**src/rtl/oled_pkg.sv**
```systemverilog
// oled_pkg: shared types and helpers for the OLED field sequencer.
package oled_pkg;

    localparam logic [7:0] ASCII_SPACE = 8'h20;

    // Legacy state encodings, kept as named constants for existing users
    localparam logic [2:0] ST_IDLE  = 3'd0;
    localparam logic [2:0] ST_CLEAR = 3'd1;
    localparam logic [2:0] ST_LOAD  = 3'd2;
    localparam logic [2:0] ST_WRITE = 3'd3;
    localparam logic [2:0] ST_WAIT  = 3'd4;

    typedef enum logic [2:0] {
        IDLE  = ST_IDLE,
        CLEAR = ST_CLEAR,
        LOAD  = ST_LOAD,
        WRITE = ST_WRITE,
        WAIT  = ST_WAIT
    } state_t;

    // Row address width: one row per field, never narrower than 1 bit
    function automatic int unsigned row_w(input int unsigned num_fields);
        return (num_fields > 1) ? $clog2(num_fields) : 1;
    endfunction

    // Column address width: one column per character, never narrower than 1 bit
    function automatic int unsigned col_w(input int unsigned chars_per_field);
        return (chars_per_field > 1) ? $clog2(chars_per_field) : 1;
    endfunction

endpackage

```
**src/rtl/oled_field_arb.sv**
```systemverilog
// oled_field_arb: picks one pending field and returns a one-hot grant.
// Build macro OLED_RR_ARB_EN selects round-robin (search starts after last_idx);
// without it the lowest pending index always wins.
module oled_field_arb
    import oled_pkg::*;
#(
    parameter  int unsigned NUM_FIELDS = 4,
    localparam int unsigned IDX_W      = row_w(NUM_FIELDS)
) (
    input  logic [NUM_FIELDS-1:0] pending,
    input  logic [IDX_W-1:0]      last_idx,
    output logic [NUM_FIELDS-1:0] grant
);

`ifdef OLED_RR_ARB_EN
    logic found;

    // Round-robin search: walk the fields cyclically starting after last_idx
    always_comb begin
        grant = '0;
        found = 1'b0;
        for (int unsigned k = 1; k <= NUM_FIELDS; k++) begin
            for (int unsigned f = 0; f < NUM_FIELDS; f++) begin
                if (!found && pending[f] && (f == (32'(last_idx) + k) % NUM_FIELDS)) begin
                    grant[f] = 1'b1;
                    found    = 1'b1;
                end
            end
        end
    end
`else
    logic found;
    logic unused_last;

    assign unused_last = ^last_idx;

    // Fixed priority: the lowest pending index wins
    always_comb begin
        grant = '0;
        found = 1'b0;
        for (int unsigned f = 0; f < NUM_FIELDS; f++) begin
            if (!found && pending[f]) begin
                grant[f] = 1'b1;
                found    = 1'b1;
            end
        end
    end
`endif

endmodule

```
**src/rtl/oled_field_seq.sv**
```systemverilog
// oled_field_seq: turns per-field update / full-clear requests into a stream of
// single-character writes (char_wr / char_done handshake) to an OLED text driver.
// Build macro OLED_RR_ARB_EN (in oled_field_arb) enables round-robin field selection.
module oled_field_seq
    import oled_pkg::*;
#(
    parameter  int unsigned NUM_FIELDS      = 4,
    parameter  int unsigned CHARS_PER_FIELD = 8,
    parameter  int unsigned TIMEOUT         = 1023,
    localparam int unsigned ROW_W           = row_w(NUM_FIELDS),
    localparam int unsigned COL_W           = col_w(CHARS_PER_FIELD)
) (
    input  logic                                    clk,
    input  logic                                    rst,
    input  logic [NUM_FIELDS-1:0]                   upd_req,
    input  logic                                    clr_all,
    input  logic [NUM_FIELDS*CHARS_PER_FIELD*8-1:0] field_chars,
    input  logic                                    char_done,
    output logic                                    char_wr,
    output logic [7:0]                              char_code,
    output logic [ROW_W-1:0]                        char_row,
    output logic [COL_W-1:0]                        char_col,
    output logic [NUM_FIELDS-1:0]                   field_ld,
    output logic                                    clr_reg,
    output logic                                    busy,
    output logic                                    err
);

    localparam int unsigned    CNT_W    = (TIMEOUT > 1) ? $clog2(TIMEOUT) : 1;
    localparam logic [ROW_W-1:0] ROW_LAST = ROW_W'(NUM_FIELDS - 1);
    localparam logic [COL_W-1:0] COL_LAST = COL_W'(CHARS_PER_FIELD - 1);
    localparam logic [CNT_W-1:0] CNT_LAST = CNT_W'(TIMEOUT - 1);

    state_t                  state_q, state_d;
    logic [NUM_FIELDS-1:0]   pend_q, pend_clr;
    logic                    clr_pend_q, clr_pend_clr;
    logic                    clr_mode_q, clr_mode_d;
    logic [ROW_W-1:0]        row_q, row_d;
    logic [COL_W-1:0]        col_q, col_d;
    logic [CNT_W-1:0]        wcnt_q, wcnt_d;
    logic [ROW_W-1:0]        last_q;
    logic                    err_d;
    logic                    take;
    logic [NUM_FIELDS-1:0]   grant;
    logic [ROW_W-1:0]        gidx;
    logic [7:0]              snap_q [CHARS_PER_FIELD];

    oled_field_arb #(
        .NUM_FIELDS (NUM_FIELDS)
    ) u_arb (
        .pending  (pend_q),
        .last_idx (last_q),
        .grant    (grant)
    );

    // One-hot grant to field index
    always_comb begin
        gidx = '0;
        for (int unsigned k = 0; k < NUM_FIELDS; k++) begin
            if (grant[k]) gidx = ROW_W'(k);
        end
    end

    // Next-state logic; in field mode row holds the field index, in clear mode it walks all rows
    always_comb begin
        state_d      = state_q;
        row_d        = row_q;
        col_d        = col_q;
        clr_mode_d   = clr_mode_q;
        wcnt_d       = wcnt_q;
        err_d        = 1'b0;
        pend_clr     = '0;
        clr_pend_clr = 1'b0;
        take         = 1'b0;
        case (state_q)
            IDLE: begin
                if (clr_pend_q) begin
                    state_d      = CLEAR;
                    clr_pend_clr = 1'b1;
                    pend_clr     = '1;
                    clr_mode_d   = 1'b1;
                end else if (|pend_q) begin
                    state_d  = LOAD;
                    pend_clr = grant;
                    row_d    = gidx;
                    take     = 1'b1;
                end
            end
            CLEAR: begin
                row_d   = '0;
                col_d   = '0;
                state_d = WRITE;
            end
            LOAD: begin
                col_d   = '0;
                state_d = WRITE;
            end
            WRITE: begin
                wcnt_d  = '0;
                state_d = WAIT;
            end
            WAIT: begin
                if (char_done) begin
                    if (col_q == COL_LAST && (!clr_mode_q || row_q == ROW_LAST)) begin
                        state_d    = IDLE;
                        clr_mode_d = 1'b0;
                    end else begin
                        state_d = WRITE;
                        if (col_q == COL_LAST) begin
                            col_d = '0;
                            row_d = row_q + 1'b1;
                        end else begin
                            col_d = col_q + 1'b1;
                        end
                    end
                end else if (wcnt_q == CNT_LAST) begin
                    state_d    = IDLE;
                    clr_mode_d = 1'b0;
                    err_d      = 1'b1;
                end else begin
                    wcnt_d = wcnt_q + 1'b1;
                end
            end
            default: state_d = IDLE;
        endcase
    end

    // State, request bookkeeping and registered outputs.
    // Outputs are loaded from next-state values so each lines up with the state it describes.
    always_ff @(posedge clk or negedge rst) begin
        if (!rst) begin
            state_q    <= IDLE;
            pend_q     <= '0;
            clr_pend_q <= 1'b1;
            clr_mode_q <= 1'b0;
            row_q      <= '0;
            col_q      <= '0;
            wcnt_q     <= '0;
            last_q     <= ROW_LAST;
            char_wr    <= 1'b0;
            char_code  <= '0;
            char_row   <= '0;
            char_col   <= '0;
            field_ld   <= '0;
            clr_reg    <= 1'b0;
            busy       <= 1'b0;
            err        <= 1'b0;
        end else begin
            state_q    <= state_d;
            pend_q     <= (pend_q & ~pend_clr) | upd_req;
            clr_pend_q <= (clr_pend_q & ~clr_pend_clr) | clr_all;
            clr_mode_q <= clr_mode_d;
            row_q      <= row_d;
            col_q      <= col_d;
            wcnt_q     <= wcnt_d;
            if (take) last_q <= gidx;
            char_wr    <= (state_d == WRITE);
            char_code  <= (state_d == WRITE) ? (clr_mode_d ? ASCII_SPACE : snap_q[col_d]) : '0;
            char_row   <= (state_d == WRITE) ? row_d : '0;
            char_col   <= (state_d == WRITE) ? col_d : '0;
            field_ld   <= take ? grant : '0;
            clr_reg    <= clr_mode_d;
            busy       <= (state_d != IDLE);
            err        <= err_d;
        end
    end

    // Snapshot of the granted field, captured on entry to LOAD
    always_ff @(posedge clk) begin
        if (take) begin
            for (int unsigned f = 0; f < NUM_FIELDS; f++) begin
                if (gidx == ROW_W'(f)) begin
                    for (int unsigned j = 0; j < CHARS_PER_FIELD; j++) begin
                        snap_q[j] <= field_chars[(f*CHARS_PER_FIELD + j)*8 +: 8];
                    end
                end
            end
        end
    end

endmodule

```
**config.mk**
```make
export PLATFORM = sky130hd
export DESIGN_NAME = oled_field_seq
export DESIGN_NICKNAME = d
export VERILOG_FILES = /design/src/rtl/oled_pkg.sv /design/src/rtl/oled_field_arb.sv /design/src/rtl/oled_field_seq.sv
export SDC_FILE = /design/constraint.sdc
export NUM_CORES = 1
export LEC_CHECK = 0
export CAP_MARGIN = 15
export CORE_UTILIZATION = 47
export CTS_CLUSTER_DIAMETER = 100
export CTS_CLUSTER_SIZE = 8
export DETAILED_ROUTE_END_ITERATION = 10
export GPL_ROUTABILITY_DRIVEN = 0
export HOLD_SLACK_MARGIN = 0.1
export PLACE_DENSITY = 0.87
export SYNTH_ARGS = -nofsm -noshare
export SYNTH_HDL_FRONTEND = slang
export SYNTH_HIERARCHICAL = 1
export SYNTH_SLANG_ARGS = --single-unit
```
**constraint.sdc**
```tcl
create_clock -name clk -period 7.5 [get_ports clk]
set_input_delay 0.75 -clock clk [delete_from_list [all_inputs] [get_ports clk]]
set_output_delay 0.75 -clock clk [all_outputs]
set_load 0.02 [all_outputs]
```
## Word level (Yosys, flattened, before mapping)

Memory sizes are Yosys's and may differ from the RTL's.
Cells that the tools add are included.

- Register bits after elaboration: 44
- Bits in latches: 0
- RAM bits: 64
- Memory bits (read-only): 0
- Bits of input ports: 264
- Output and inout bits: 21
- Word-level logic and storage cells: 162
- Memories: 1

- $add $sub $neg: 3
- $mul: 0
- Divide/modulo/power cells: 0
- $lt $le $gt $ge: 0
- Eq/ne operators: 13
- Shift-type cells: 0
- Mux-type cells: 85
- Bitwise operators: 30
- Reduce and logical (&&, ||, !) cells: 16

Memories:

| name | depth | width | rd ports | clocked after Yosys merged registers in | wr ports | RTL line | source |
|---|---|---|---|---|---|---|---|
| snap_q | 8 | 8 | 1 | 0 | 8 | oled_field_seq.sv:46 | `logic [7:0] snap_q [CHARS_PER_FIELD];` |

Operator list:

| operator | count |
|---|---|
| $mux 8 | 26 |
| $mux 1 | 31 |
| $or 1x1->1 | 25 |
| $mux 3 | 8 |
| $mux 10 | 2 |
| $pmux 10 s2 | 1 |
| $mux 2 | 9 |
| $mux 4 | 4 |
| $pmux 3 s4 | 1 |
| $add 10x1->10 const B | 1 |
| $eq 10x10->1 const B | 1 |
| $eq 3x2->1 const B | 3 |
| $eq 2x2->1 const B | 3 |
| $eq 3x3->1 const B | 2 |
| $pmux 2 s3 | 1 |
| $pmux 3 s2 | 1 |
| $and 4x4->4 | 1 |
| $logic_and 1x1->1 | 4 |
| $logic_not 1->1 | 4 |
| $ne 2x2->1 const B | 2 |
| $not 4->4 | 1 |
| $or 4x4->4 | 1 |
| $reduce_or 4->1 | 1 |
| $add 3x1->3 const B | 1 |
| other kinds (13) | 13 |

## Longest topological paths before layout

Gate-level depths: netlist (run 1).

- Word-level depth: 18
- Depth in mapped cells: 9

## Cells and area by module

Netlist (run 1), hierarchy kept.

Modules (own cells, without submodules):

| module | instances | cells each | area each (sq um) | seq. area each (sq um) |
|---|---|---|---|---|
| oled_field_seq | 1 | 637 | 6779.0 | 3076.7 |
| oled_field_arb | 1 | 4 | 36.3 | 0.0 |

## Least setup slack after synthesis (run 1)

No wires, ideal clock.

- Path type: input-to-reg
- Start point: in char_done
- End point: reg char_code[6]
- Library setup time: 0.101 ns
- Arrival: 2.386 ns
- Path slack: 5.014 ns
- Cell stages on the path: 7
- Path buffers: 1
- Cell sequence: and4bb_2 nor3b_1 a31oi_4 inv_2 buf_6 mux4_2 o32ai_1

- Word-level cells in the longest chain between the ends: 5
- Elaborated cells between the ends (all ways): 10
- Classes of those cells: eq/ne: 1; mux: 8; memory: 1

RTL lines:

| what | RTL line | source |
|---|---|---|
| from (decl) | oled_field_seq.sv:18 | `input logic char_done,` |
| $mux 3 | oled_field_seq.sv:103 | `if (char_done) begin` |
| $pmux 3 s2 | oled_field_seq.sv:75 | `case (state_q)` |
| net col_d[0] | oled_field_seq.sv:39 | `logic [COL_W-1:0] col_q, col_d;` |
| $mem_v2 8x8 | - |  |
| $mux 8 (2 in a row) | oled_field_seq.sv:158 | `char_code <= (state_d == WRITE) ? (clr_mode_d ? ASCII_SPACE : snap_q[col_d]) : '0;` |
| to (signal assigned) | oled_field_seq.sv:158 |  |
| to (decl) | oled_field_seq.sv:20 | `output logic [7:0] char_code,` |

The timed path passes the listed nets, and every way through them passes these cells.
A chain may end at the register's enable or synchronous reset.

==> out/metrics.yaml, run 1 <==
status: "finished, final reports clean"
synth_fp_nets: 904
endpoint_kind: "flop"
final_common_cell: "clkdlybuf4s50_1"
finalSetupTns_ps: 0
synth_area_sq_um: 6750
grt_pass1_wl_microns: 30900
root_buffer: "clkbuf_16"
pwr-share-comb_pct: 30.1
cts_buffer_depth: 2
p_sw_uw: 537
ctsResizeCount: 0
r2r-end: "snap_q[4][1]"
syn2layout_area_growth_pct: 47.0
synth_area_per_cell_sq_um: 10.6
cts_tree: "yes"
hold_end: "col_q[2]"
die_y_microns: 122
post-route-util_pct: 71.2
clkTransAtPathRegs_ps: 70
slew_headroom_pct: 32.8
cap_violations: 0
grt_max_degree: 65
drv_slew: 0
hold_buffers: 0
syn_inst: 635
finalHoldViolations: 0
die_area_sq_um: 14800
final_cell_mix: "clkdlybuf4s50_1 (283), edfxtp_1 (64), mux2i_1 (60), o21ai_0 (47), dfrtp_1 (43)"
worstHoldStart: "col_q[2]"
vdd_drop_max_mv: 0.132
antenna_found_initial: 0
drt_wl_total_microns: 20400
setup_viol: 0
sw_frac_of_total_pct: 29.2
worstSetupPathType: "flop to flop"
ant_nets: 0
pwr-share-clk_pct: 27.0
required_ps: 7580
grt_usage_pct: 27.9
power.density_nw_per_um2: 185
fp.dieW_microns: 122
cts_inserted_buffers: 9
reg2reg_from: "pend_q[0]"
firstDrtPassIters: 5
gr-total-overflow: 0
r2r_slack_ps: 4240
io_pins: 285
grt_pass1_vias: 5946
post_cts_buffers: 0
post-route-period-util_pct: 43.5
hold_depth: 1
holdCritPathClass: "flop to flop"
initial_core_util_pct: 48.4
core-area_sq_um: 13900
post-dp-hpwl_microns: 16000
finClkSkew_ps: 6.32
clk_latency_ps: 350
max_freq_ghz: 0.306
worst_pin_slew_ps: 1010
clock_sinks: 108
drive_gt1_share_pct: 9.25
p_seq_share_pct: 42.9
r2r_cells: 7
worstPathMaxFanout: 64
yosys_warnings: 6
num_rows: 43
vias: 6058
grt_setup_unrepaired: "false"
arrival_ps: 3350
critPathLaunchType: "flop"
antennaDiodeCount: 0
layout_min_cycle_time_ps: 3260
p_leak_uw: 0.00385
drt_iter0_markers: 438
fin_nets: 1161
cts_max_level: 3
finalPower_uw: 1840
port_buffers: 284
wl_per_cell_microns: 19.0
drc_errors: 0
via_per_inst: 5.62
p_int_uw: 1300
-- worst max-delay path, cell delays in order (launching register included) --
cell	delay, ps
dfrtp_1	450
nor3b_1	830
nor3_1	130
or4_2	560
buf_4	350
mux2_2	370
mux2i_1	160
o21ai_0	100
-- routing by layer --
layer  wire length [microns]  part of all wire, %  GRT usage (%)
met5                       0                    0              0
met4                     321                  1.6           6.71
met3                    1480                  7.3           6.98
met2                   10800                   53           49.5
met1                    7790                   38           33.7
-- power groups by stage --
stage	clock (uW)	sequential, uW	combinational (uW)
after CTS	499	785	556
after floorplan	0	773	336
after global placement	0	794	539
final	496	787	554
after detailed placement	0	797	553
after global routing	524	796	604
-- metrics by stage --
step / setup WS (ps) / cell area (sq um) / hold slack (ps) / std cells
floorplan: 5010 / 6750 / 454 / 635
global placement: 4300 / 9610 / 474 / 1061
detailed placement: 4130 / 9610 / 479 / 1061
CTS: 4290 / 9920 / 503 / 1077
global route: 3990 / 9920 / 538 / 1077
finish: 4240 / 9920 / 512 / 1077
-- layout make-up --
type,instances,area [sq um]
tap,180,225
sequential,108,3020
clock buffer,9,225
clock inverter,7,81.3
timing repair buffer,290,2880
multi-input combinational,439,3320
fill,1062,4010
inverter,44,165
-- registers in the layout (all words and copies together) (netlist names) --
| register | cells |
|---|---|
| char_row | 2 |
| pend_q | 4 |
| col_q | 3 |
| char_code | 8 |
| state_q | 3 |
| clr_mode_q | 1 |
| snap_q | 64 |
| char_wr | 1 |
| clr_pend_q | 1 |
| wcnt_q | 10 |
| busy | 1 |
| row_q | 2 |
| char_col | 3 |
| err | 1 |
| field_ld | 4 |
-- worst max path at each step --
| stage | start | end | slack, ps |
|---|---|---|---|
| 2_1_floorplan | char_done | char_code[6] | 5010 |
| 3_3_place_gp | char_done | char_code[0] | 4300 |
| 3_5_place_dp | char_done | char_code[2] | 4130 |
| 4_1_cts | pend_q[0] | snap_q[7][6] | 4290 |
| 5_1_grt | pend_q[1] | snap_q[6][1] | 3990 |
| 6_report | pend_q[0] | snap_q[4][1] | 4240 |
(Power assumes the default switching activity.)
==> run 2: changes to the inputs <==
Settings changed: CORE_UTILIZATION 47 to 44, PLACE_DENSITY 0.87 to 0.82.
Clock period 7.5 ns to 3.2 ns, I/O delays scaled along.
==> out/metrics.yaml, run 2 (synthesis gave the netlist of run 1 again) <==
num_rows: 44  # was 43
critPathSlowestCell: "or4_2"  # was nor3b_1
worst_path_largest_cell_delay_ps: 700  # was 830 ps
core-area_sq_um: 14800  # was 13,900 sq um
cp_top_family: "simple AND/OR/NAND/NOR gates"  # unchanged
grt_usage_pct: 26.2  # was 27.9%
firstDrtPassIters: 5  # unchanged
r2r_cells: 6  # was 7
vdd_drop_max_mv: 0.283  # was 0.132 mV
root_buffer: "clkbuf_16"  # unchanged
via_per_inst: 5.47  # was 5.62
port_buffers: 284  # unchanged
post_cts_buffers: 0  # unchanged
reg.largest.list: "snap_q x64, wcnt_q x10, char_code x8"  # unchanged
finalSetupTns_ps: 0  # unchanged
grt_pass1_wl_microns: 31700  # was 30,900 microns
gr-total-overflow: 0  # unchanged
finalPower_uw: 4270  # was 1840 uW
vias: 5958  # was 6,058
max_freq_ghz: 0.363  # was 0.306 GHz
die_area_sq_um: 15800  # was 14,800 sq um
grt_setup_unrepaired: "false"  # unchanged
setup_viol: 0  # unchanged
syn2layout_area_growth_pct: 48.5  # was 47.0%
layout_min_cycle_time_ps: 2760  # was 3260 ps
path_buf_inv: 1  # unchanged
cts_inserted_buffers: 9  # unchanged
finClkSkew_ps: 5.26  # was 6.32 ps
worstSetupPathType: "flop to flop"  # unchanged
die_y_microns: 126  # was 122 microns
holdCritPathClass: "input pin to asynchronous set/reset pin"  # was flop to flop
largest_register_ffs: 64  # unchanged
hold_buffers: 0  # unchanged
clock_sinks: 108  # unchanged
final_cell_mix: "clkdlybuf4s50_1 (283), edfxtp_1 (64), mux2i_1 (60), o21ai_0 (47), dfrtp_1 (43)"  # unchanged
antennaDiodeCount: 0  # unchanged
r2r_slack_ps: 440  # was 4240 ps
critPathLaunchType: "flop"  # unchanged
arrival_ps: 2850  # was 3350 ps
reg2reg_from: "state_q[1]"  # was pend_q[0]
grt_max_degree: 65  # unchanged
status: "finished, final reports clean"  # unchanged
final_common_cell: "clkdlybuf4s50_1"  # unchanged
fp.dieW_microns: 126  # was 122 microns
endpoint_kind: "flop"  # unchanged
drive_gt1_share_pct: 10.5  # was 9.25%
cts_tree: "yes"  # unchanged
drt_wl_total_microns: 20800  # was 20,400 microns
r2r-end: "snap_q[4][1]"  # unchanged
grt_pass1_vias: 6013  # was 5,946
required_ps: 3290  # was 7580 ps
crit_chain: "or3_4 > or4_2 > buf_12 > mux2_2 > mux2i_1 > o21ai_0"  # was nor3b_1 > nor3_1 > or4_2 > buf_4 > mux2_2 > mux2i_1 > o21ai_0
drt_iter0_markers: 432  # was 438
io_pins: 285  # unchanged
initial_core_util_pct: 45.7  # was 48.4%
ant_nets: 0  # unchanged
worst_pin_slew_ps: 1010  # about the same
wl_per_cell_microns: 19.1  # was 19.0 microns
top_register: "snap_q"  # unchanged
clkTransAtPathRegs_ps: 80  # was 70 ps
slew_headroom_pct: 32.7  # was 32.8%
drc_errors: 0  # unchanged
cap_violations: 0  # unchanged
antenna_found_initial: 0  # unchanged
p_leak_uw: 0.00391  # was 0.00385 uW
clk_latency_ps: 350  # about the same
ctsResizeCount: 0  # unchanged
fin_nets: 1170  # was 1,161
cts_max_level: 3  # unchanged
drv_slew: 0  # unchanged
post-dp-hpwl_microns: 16200  # was 16,000 microns
post-route-period-util_pct: 86.1  # was 43.5%
finalHoldViolations: 0  # unchanged
cts_buffer_depth: 2  # unchanged
power.density_nw_per_um2: 427  # was 185 nW/um^2
worstPathMaxFanout: 64  # unchanged
## run 2: worst reg2reg max path, cell delays in order (launching register included)
cell and delay, ps:
dfrtp_1 490, or3_4 480, or4_2 700, buf_12 210
mux2_2 380, mux2i_1 120, o21ai_0 110
## run 2: power breakdown
part           internal [uW]  switching, uW  leakage [uW]
Combinational            699            627       0.00261
Clock                    549            542      0.000145
Sequential              1690            164       0.00115
Total                   2940           1330       0.00391
## run 2: cell type report
type,instances,area [sq um]
inverter,44,165
fill,1167,4740
timing repair buffer,299,2990
clock inverter,7,67.6
sequential,108,3020
tap,184,230
clock buffer,9,225
multi-input combinational,439,3320
## run 2: how the worst max path moves through the flow
stage | start | to | slack [ps] | depth (start not counted)
final | state_q[1] | snap_q[4][1] | 440 | 6
after global routing | pend_q[0] | snap_q[4][6] | 350 | 6
after CTS | state_q[1] | snap_q[4][2] | 480 | 6
after detailed placement | char_done | char_code[1] | 280 | 7
after global placement | char_done | char_code[1] | 440 | 7
after floorplan | state_q[1] | snap_q[0][1] | 770 | 8
## run 2: layer usage
layer	track usage, %	share of wire [%]	up-vias
li1	-	-	2889
met1	32.1	41	2815
met2	46.9	52	230
met3	5.78	6.1	24
met4	5.88	1.4	0
met5	0	0	-
## run 2: stage by stage
step	cell area [sq um]	std cells	setup slack [ps]	util [%]	hold WS [ps]
finish	10000	1090	443	67.9	137
global route	10000	1090	351	67.9	204
CTS	10000	1090	478	67.9	160
detailed placement	9720	1074	284	65.9	481
global placement	9720	1074	438	65.9	475
floorplan	6750	635	770	-	24.4
